`src/rtl/arb_pkg.sv`:
```
// Shared types and defaults for the single-port memory arbiter.
//   resp_owner_e         : which requester owns the mem_rdata returning next cycle
//   ARB_STARVE_LIMIT_DEF : default number of consecutive LSU-over-fetch wins
//                          before fetch is forced (only with ARB_STARVE_GUARD_EN)
package arb_pkg;

    typedef enum logic [1:0] {
        RESP_NONE = 2'd0,
        RESP_IF   = 2'd1,
        RESP_LSU  = 2'd2
    } resp_owner_e;

    localparam int unsigned ARB_STARVE_LIMIT_DEF = 4;

endpackage

```
`src/rtl/mem_arb_starve.sv`:
```
// Starvation guard for mem_port_arbiter (used only when ARB_STARVE_GUARD_EN is defined).
// Counts consecutive cycles in which the LSU was granted while fetch was waiting and raises
// force_fetch once that count reaches STARVE_LIMIT (must be >= 1).
// Ports:
//   clk, rst     : clock, synchronous active-high reset
//   if_req       : fetch is requesting this cycle
//   if_gnt       : fetch granted this cycle
//   lsu_gnt      : LSU granted this cycle
//   force_fetch  : fetch must win the next contended cycle
module mem_arb_starve
    import arb_pkg::*;
#(
    parameter int unsigned STARVE_LIMIT = ARB_STARVE_LIMIT_DEF
) (
    input  logic clk,
    input  logic rst,
    input  logic if_req,
    input  logic if_gnt,
    input  logic lsu_gnt,
    output logic force_fetch
);

    localparam int unsigned CW = $clog2(STARVE_LIMIT + 1);
    localparam logic [CW-1:0] LIMIT = CW'(STARVE_LIMIT);

    logic [CW-1:0] cnt_q, cnt_d;

    always_comb begin
        cnt_d = cnt_q;
        if (if_gnt || !if_req) begin
            cnt_d = '0;
        end else if (lsu_gnt && (cnt_q != LIMIT)) begin
            cnt_d = cnt_q + CW'(1);
        end
    end

    always_ff @(posedge clk) begin
        if (rst) begin
            cnt_q <= '0;
        end else begin
            cnt_q <= cnt_d;
        end
    end

    assign force_fetch = (cnt_q == LIMIT);

endmodule

```
`src/rtl/mem_port_arbiter.sv`:
```
// Single-port RAM arbiter between instruction fetch (IF) and the load/store unit (LSU).
// LSU has priority; grants are combinational (zero latency), read data returns one cycle
// after the grant and is routed to its owner by a small response FSM.
// Optional macro ARB_STARVE_GUARD_EN adds a guard that forces a fetch grant after
// STARVE_LIMIT consecutive LSU wins over a waiting fetch.
// Ports:
//   clk, rst                      : clock, synchronous active-high reset
//   if_req/if_addr                : fetch request (held until if_gnt)
//   if_gnt/if_rvalid/if_rdata     : fetch grant and read response
//   lsu_req/we/be/addr/wdata      : LSU request (held until lsu_gnt)
//   lsu_gnt/lsu_rvalid/lsu_rdata  : LSU grant and load response
//   mem_en/we/be/addr/wdata       : RAM port, all zero when idle
//   mem_rdata                     : RAM read data, one cycle after a read access
module mem_port_arbiter
    import arb_pkg::*;
#(
    parameter int unsigned AW           = 32,
    parameter int unsigned DW           = 32,
    parameter int unsigned STARVE_LIMIT = ARB_STARVE_LIMIT_DEF
) (
    input  logic          clk,
    input  logic          rst,
    input  logic          if_req,
    input  logic [AW-1:0] if_addr,
    output logic          if_gnt,
    output logic          if_rvalid,
    output logic [DW-1:0] if_rdata,
    input  logic          lsu_req,
    input  logic          lsu_we,
    input  logic [3:0]    lsu_be,
    input  logic [AW-1:0] lsu_addr,
    input  logic [DW-1:0] lsu_wdata,
    output logic          lsu_gnt,
    output logic          lsu_rvalid,
    output logic [DW-1:0] lsu_rdata,
    output logic          mem_en,
    output logic          mem_we,
    output logic [3:0]    mem_be,
    output logic [AW-1:0] mem_addr,
    output logic [DW-1:0] mem_wdata,
    input  logic [DW-1:0] mem_rdata
);

    resp_owner_e state_q, state_d;
    logic        force_fetch;

`ifdef ARB_STARVE_GUARD_EN
    mem_arb_starve #(
        .STARVE_LIMIT(STARVE_LIMIT)
    ) u_starve (
        .clk        (clk),
        .rst        (rst),
        .if_req     (if_req),
        .if_gnt     (if_gnt),
        .lsu_gnt    (lsu_gnt),
        .force_fetch(force_fetch)
    );
`else
    // Strict LSU priority; the limit has no effect without the guard.
    assign force_fetch = 1'b0 & (STARVE_LIMIT == 0);
`endif

    // Grants: reset suppresses both so nothing reaches the RAM during reset.
    always_comb begin
        lsu_gnt = !rst && lsu_req && !(force_fetch && if_req);
        if_gnt  = !rst && if_req && !lsu_gnt;
    end

    // RAM port mux.
    always_comb begin
        mem_en    = if_gnt | lsu_gnt;
        mem_we    = 1'b0;
        mem_be    = 4'b0000;
        mem_addr  = '0;
        mem_wdata = '0;
        if (lsu_gnt) begin
            mem_we    = lsu_we;
            mem_be    = lsu_be;
            mem_addr  = lsu_addr;
            mem_wdata = lsu_wdata;
        end else if (if_gnt) begin
            mem_be    = 4'b1111;
            mem_addr  = if_addr;
        end
    end

    // Response FSM: state register.
    always_ff @(posedge clk) begin
        if (rst) begin
            state_q <= RESP_NONE;
        end else begin
            state_q <= state_d;
        end
    end

    // Response FSM: next state. Stores return nothing, so they leave no owner.
    always_comb begin
        state_d = RESP_NONE;
        if (if_gnt) begin
            state_d = RESP_IF;
        end else if (lsu_gnt && !lsu_we) begin
            state_d = RESP_LSU;
        end
    end

    // Response FSM: outputs. A read granted just before reset is dropped in the reset cycle.
    always_comb begin
        if_rvalid  = !rst && (state_q == RESP_IF);
        lsu_rvalid = !rst && (state_q == RESP_LSU);
        if_rdata   = if_rvalid ? mem_rdata : '0;
        lsu_rdata  = lsu_rvalid ? mem_rdata : '0;
    end

endmodule
```
`config.mk`:
```
export PLATFORM = sky130hd
export DESIGN_NAME = mem_port_arbiter
export DESIGN_NICKNAME = d
export VERILOG_FILES = /design/src/rtl/arb_pkg.sv /design/src/rtl/mem_arb_starve.sv /design/src/rtl/mem_port_arbiter.sv
export SDC_FILE = /design/constraint.sdc
export NUM_CORES = 1
export LEC_CHECK = 0
export CAP_MARGIN = 25
export CORE_AREA = 2 2 107 109
export DETAILED_ROUTE_END_ITERATION = 10
export DIE_AREA = 0 0 109 111
export PLACE_DENSITY = 0.53
export RECOVER_POWER = 100
export SYNTH_ARGS = -nofsm -noshare
export SYNTH_HDL_FRONTEND = slang
export SYNTH_SLANG_ARGS = --single-unit
export TNS_END_PERCENT = 50
```
`constraint.sdc`:
```
create_clock -name clk -period 1.8 [get_ports clk]
set_input_delay 0.45 -clock clk [delete_from_list [all_inputs] [get_ports clk]]
set_output_delay 0.45 -clock clk [all_outputs]
set_load 0.01 [all_outputs]
```
# Word-level counts from Yosys, hierarchy flattened
# Cells that the tools add are included.
# totals
reg_bits,2
latch_bits,0
mem_bits_rw,0
romBits,0
in_bits,137
wordCells,25
mem_count,0
# op_classes
add_sub_neg,0
mul,0
div,0
order_cmp,0
n_eq_ne,2
shifts,0
mux,10
bitwise_logic,1
n_reduce_logical,10
# op_table
cell,n
two-way mux 32 bit,5
two-way mux 4 bit,2
logical AND 1 bit,6
logical NOT 1 bit,3
== test 2 x 1 -> 1 bit (second input constant),1
== test 2 bit (second input constant),1
two-way mux 1 bit,2
two-way mux 2 bit,1
OR reduction 2 bit,1
OR 1 bit,1

# Logic depth before layout (Yosys ltp)
# Gate-level depths: netlist of the first run.
# depth
word_depth,6
ltp_mapped,4
depth_no_buf,2

# Least setup slack after synthesis of the first run
# No wires, ideal clock.
# synth_timing
kind,input to output
startpoint,in rst
endpoint,out if_rdata[22]
arrival_time_ns,1.228
setup_slack_ns,0.122
cell_stages,4
path_buffers,2
cell_sequence,buf_4 nor3b_4 buf_2 and2_1
# synth_between
elab_chain_cells,3
# synth_lines
element,line,source
start: declaration,mem_port_arbiter.sv:22,"input logic rst,"
logical NOT 1 bit,mem_port_arbiter.sv:108,if_rvalid = !rst && (state_q == RESP_IF);
logical AND 1 bit,mem_port_arbiter.sv:108,
net if_rvalid,mem_port_arbiter.sv:26,"output logic if_rvalid,"
two-way mux 32 bit,mem_port_arbiter.sv:110,if_rdata = if_rvalid ? mem_rdata : '0;
end: declaration,mem_port_arbiter.sv:27,"output logic [DW-1:0] if_rdata,"
# The timed path passes the listed nets, and every way through them passes these cells.

# Worst setup path in the final report of the first run
# layout_timing
startpoint,in rst
endpoint,out lsu_rdata[22]
# layout_between
elab_chain_cells,3
# layout_lines
element,line,source
logical NOT 1 bit,mem_port_arbiter.sv:109,lsu_rvalid = !rst && (state_q == RESP_LSU);
logical AND 1 bit,mem_port_arbiter.sv:109,
two-way mux 32 bit,mem_port_arbiter.sv:111,lsu_rdata = lsu_rvalid ? mem_rdata : '0;
end: declaration,mem_port_arbiter.sv:35,"output logic [DW-1:0] lsu_rdata,"
# Every way passes these cells.

==> impl_metrics.ini, run 1 <==
[cells_and_area]
synthToLayoutAreaGrowth_pct = 295.7
largest_reg_flops = 2
nets = 612
top_register = state_q
finalInstanceArea_um2 = 4782
drive_gt1_share_pct = 53.28
largestRegisters = state_q x2
insertedDiodeCount = 0

[global_route]
grt_max_degree = 28
antenna_found_initial = 0
grt_pass1_vias = 2640
grt_pass1_wl_mm = 14.66
grt_overflow_total = 0
met1_usage_pct = 15.43
met3_usage_pct = 4.174
grt_usage_pct = 15.73
met2_usage_pct = 32.92
grt-busiest-layer = met2

[die]
core_um2 = 11080
rows = 39
die_h_um = 111
initial_core_util_pct = 10.91
pin_count = 275
die_area_um2 = 12100
die_w_um = 109

[sta]
finalSetupViolations = 106
fmax_ghz = 0.5101
worst_pin_slew_ns = 0.2045
slew_headroom_pct = 86.36
rsz0062_at_grt = yes
finalHoldViolCount = 0
worst_slack_ns = -0.1602
period_share_pct = 108.9
post-route-min-period_ns = 1.960
slew_violations = 0
whs_ns = 0.6099

[power_and_ir_drop]
ir_drop_v = 0.0002206
seqPwrFrac_pct = 3.9
p_leak_nw = 2.233
switching_power_uw = 343.3
p_sw_share_pct = 27.58
finalPower_mw = 1.245
p_per_area_nw_per_um2 = 260.3
combPwrFrac_pct = 69.3
clkPwrFrac_pct = 26.8
intPower_uw = 901.5

[placement]
portBuffers = 274
preCtsSetupSlack_ns = -0.8886
place.gp.congestion = 0.7992
dpl_cell_area_um2 = 4184
hpwl_mm = 7.170

[routing]
viasPerCell = 4.174
vias = 2571
drt_iter0_markers = 70
wire_per_inst_um = 17.03
wl_mm = 10.49
drtAntennaViolNets = 0
drc = 0
first_pass_iters = 3

[cts]
cts_tree = yes
h-tree-depth = 1
clock_sinks = 2
clockBufferDepth = 2
clk_pin_slew_ns = 0.03
cts_root_buf = clkbuf_16
numCtsBuffers = 3
hold_buffers = 0

[setup_path]
worst_ep_arrival_time_ns = 1.51
critPathLaunchType = input pin
crit_type = input pin to output pin
worstPathMaxFanout = 8
cp.required_ns = 1.35
endpoint_kind = output pin

[logic_synthesis]
synthCells = 170
synth_warnings = 0
synth_commonest_cells = 97 x and2_1, 32 x a32o_1, 10 x buf_2
ys_ff_latch = 2
synth_area_leaders = and2_1 50%, a32o_1 27%, buf_2 4.1%
synth_top_cell_area_share_pct = 50.21
synth_cell_types = 16
synth.most_common_cell = and2_1
seq_area_frac_synth_pct = 3.313
syn_area_um2 = 1209
async_flop_share_pct = 0
yosysTopAreaCell = and2_1
avgSynthCellArea_um2 = 7.110
synth_ff_type = dfxtp_1
synth_edf_count = 0
synth_nets = 307

[status]
violations = negative setup slack
status = finished with violations

[hold_path]
worstHoldPathType = input pin to flip-flop

[job]
drv_cap = 0
==> logic make-up (layout without fill, tap and decap cells) <==
group	after synthesis	count (layout)	synth area share, %
buf+inv	21	324	10.56
simple gates	111	111	57.97
compound gates	36	36	28.16
flops	2	2	3.313
==> worst paths after layout <==
| check | from | end | slack [ns] | cells past startpoint |
|---|---|---|---|---|
| max | rst | lsu_rdata[22] | -0.16 | 8 |
| min | rst | state_q[0]$_SDFF_PP0_ | 0.61 | 4 |
==> placed cells by master, fill, tap and decap left out <==
cell type	netlist	routed
buf_4	1	14
a32o_1	32	30
nor2b_1	1	1
clkdlybuf4s50_1	0	133
a32o_2	0	2
clkdlybuf4s15_1	0	2
buf_2	10	63
and2_1	97	39
and2_4	0	58
nand2b_1	1	1
buf_16	0	12
buf_12	0	12
a21oi_1	4	4
dfxtp_1	2	2
buf_6	4	71
and2b_4	0	1
nor2_4	0	1
clkdlybuf4s15_2	0	1
nor3b_4	2	2
clkbuf_2	2	6
nand2_1	4	4
nor2_1	4	4
dlygate4sd2_1	0	1
buf_8	0	5
clkbuf_16	0	4
==> power groups by stage <==
stage	combinational, mW	sequential (mW)	clock (mW)
global route	0.916	0.0487	0.344
global placement	0.765	0.0489	0
CTS	0.848	0.0484	0.336
detailed placement	0.768	0.0490	0
finish	0.862	0.0485	0.334
floorplan	0.209	0.0486	0
==> metrics by stage <==
stage / std cells / utilization [%] / TNS [ns]
finish: 616 / 43.17 / -11.40
global route: 616 / 43.17 / -16.25
CTS: 616 / 41.31 / -12.74
detailed placement: 580 / 37.77 / -110.42
global placement: 580 / 37.77 / -108.83
floorplan: 170 / - / 0
==> per-layer routing <==
| metal | routed length (µm) | up-vias |
|---|---|---|
| met5 | 0 | - |
| met1 | 3523 | 1197 |
| met4 | 39 | 0 |
| li1 | - | 1212 |
| met3 | 1005 | 4 |
| met2 | 5921 | 158 |
==> worst max-delay path, cell delays in order <==
cell	delay [ns]
buf_8	0.10
buf_8	0.12
nor3b_4	0.22
buf_12	0.14
buf_12	0.11
buf_16	0.12
and2_4	0.14
buf_6	0.09
==> repair_timing <==
action / in CTS / in global routing
pin swaps: 61 / 19
setup buffers: 19 / 3
resized for setup: 656 / 70
endpoints found under the setup margin: 138 / 124
cloned: 15 / 0
==> area by class of cell <==
class	instances	area, µm²
fillers	1125	6295
repair buffers	321	3292
multi-input cells	147	1196
well taps	143	178.9
clock buffers	3	75.07
flip-flops and latches	2	40.04
Note: power is estimated with default switching activity, not from simulation.
==> run 2: changes to the inputs <==
CORE_AREA = 3 3 105 107   (was 2 2 107 109)
DIE_AREA = 0 0 108 110   (was 0 0 109 111)
PLACE_DENSITY = 0.55   (was 0.53)
==> run 2 against run 1 <==
  * The flow still finishes with violations (negative setup slack)
  * Core utilization is 1.2 points lower
  * Maximum frequency grew 1.8%
  * Sequential power is essentially flat
  * Combinational power down 8.7%
  * First-iteration DRC count rose by 2.9%
  * Sequential share of layout area up 0.095 points
  * Routed wire length fell by 3.1%
  * Sequential cell count unchanged
  * Total power shrank 19%
  * Clock power decreased by 49%
  * Largest power group unchanged
==> impl_metrics.ini, run 2 (synthesis results as in run 1) <==
[routing]
drt_iter0_markers = 72
vias = 2438
first_pass_iters = 4
drtAntennaViolNets = 0
viasPerCell = 4.070
drc = 0
wl_mm = 10.17
wire_per_inst_um = 16.97

[setup_path]
worst_ep_arrival_time_ns = 1.48
crit_type = input pin to output pin
worstPathMaxFanout = 8
slowest_delay_ns = 0.22
critPathLaunchType = input pin
cp.buffers_inverters = 6
slowest_stage = nor3b_4
crit_family = buffers and inverters
cp.required_ns = 1.35
crit_chain = buf_8 -> buf_6 -> nor3b_4 -> buf_12 -> buf_12 -> buf_16 -> and2_4 -> buf_6
endpoint_kind = output pin

[sta]
finalSetupViolations = 86
finalHoldViolCount = 0
fmax_ghz = 0.5192
worst_slack_ns = -0.1262
slew_headroom_pct = 80.76
rsz0062_at_grt = yes
period_share_pct = 107.0
slew_violations = 0
worst_pin_slew_ns = 0.2887
post-route-min-period_ns = 1.926

[hold_path]
worstHoldPathType = input pin to flip-flop

[placement]
preCtsSetupSlack_ns = -0.8436
portBuffers = 274
hpwl_mm = 7.422
dp_cells = 573
place.gp.congestion = 0.7342

[power_and_ir_drop]
switching_power_uw = 306.7
p_leak_nw = 2.081
clkPwrFrac_pct = 17.1
p_per_area_nw_per_um2 = 234.8
p_sw_share_pct = 30.42
intPower_uw = 701.4
combPwrFrac_pct = 78.1
finalPower_mw = 1.008
seqPwrFrac_pct = 4.8
ir_drop_v = 0.0001417

[cts]
clk_pin_slew_ns = 0.03
clock_sinks = 2
numCtsBuffers = 3
cts_tree = yes
clockBufferDepth = 2
hold_buffers = 0
h-tree-depth = 1
cts_root_buf = clkbuf_8

[global_route]
antenna_found_initial = 0
grt_overflow_total = 0
grt_usage_pct = 15.29
grt_pass1_vias = 2590
grt_pass1_wl_mm = 14.08
grt_max_degree = 25

[die]
die_area_um2 = 11880
core_um2 = 10230
die_w_um = 108
rows = 37
initial_core_util_pct = 11.81
die_h_um = 110
pin_count = 275

[status]
violations = negative setup slack
status = finished with violations

[cells_and_area]
fillers = 1067
utilization_pct = 41.97
drive_gt1_share_pct = 49.24
synthToLayoutAreaGrowth_pct = 255.3
nets = 602
largest_reg_flops = 2
insertedDiodeCount = 0
final_common_cell = clkdlybuf4s50_1
fin_cells = 599
top_register = state_q
largestRegisters = state_q x2
layout_common_cells = 133 x clkdlybuf4s50_1, 93 x buf_2, 63 x and2_1

[job]
drv_cap = 0
run 2: changes by cell type in the layout (fill, tap and decap cells not counted), moves of 4 or more:
cell	delta
buf_4	-4
buf_16	-7
buf_6	-18
and2_1	+24
and2_4	-24
a32o_1	-4
clkbuf_2	-4
a32o_2	+4
buf_12	-5
buf_2	+30
run 2: cell type report:
type | instances | area [µm²] | area share (%)
repair buffers | 311 | 2888 | 67.25
flip-flops and latches | 2 | 40.04 | 0.9324
multi-input cells | 147 | 1155 | 26.89
clock buffers | 3 | 41.29 | 0.9615
well taps | 136 | 170.2 | 3.963
run 2: tightest hold or removal path: cells and delay by family:
family,cells,cell delay (ns)
simple gates,1,0.05
buf+inv,3,0.32
run 2: metrics by stage:
stage          setup TNS (ns)  hold WS [ns]  cell area, µm²
2_1_floorplan               0        0.5216            1209
3_3_place_gp          -107.31         1.130            4163
3_5_place_dp          -109.36         1.127            4163
4_1_cts                -8.433        0.6784            4262
5_1_grt                -10.98        0.7000            4294
6_report               -5.984        0.6709            4294
run 2: metal layers:
layer,up-vias,global-route usage [%],routed length [µm]
met4,0,3.156,76
met1,1082,14.24,3284
li1,1184,-,-
met3,4,5.533,1287
met2,168,31.57,5519
met5,-,0,0
run 2: final timing paths:
kind              startpoint               endpoint  slack [ns]  cells after the start
setup / recovery         rst           if_rdata[19]       -0.13                      8
hold / removal           rst  state_q[0]$_SDFF_PP0_        0.67                      4
run 2: timing repair:
item / CTS / global route
gates resized for setup: 641 / 43
setup buffers: 17 / 2
gates cloned: 9 / 1
pin swaps: 63 / 14
endpoints found under the setup margin: 138 / 133
run 2: power by group through the flow:
| stage | Sequential [mW] | Combinational, mW | Clock [mW] |
|---|---|---|---|
| floorplan | 0.0486 | 0.209 | 0 |
| detailed placement | 0.0490 | 0.765 | 0 |
| global placement | 0.0490 | 0.763 | 0 |
| global route | 0.0488 | 0.840 | 0.181 |
| CTS | 0.0485 | 0.804 | 0.178 |
| finish | 0.0485 | 0.787 | 0.172 |
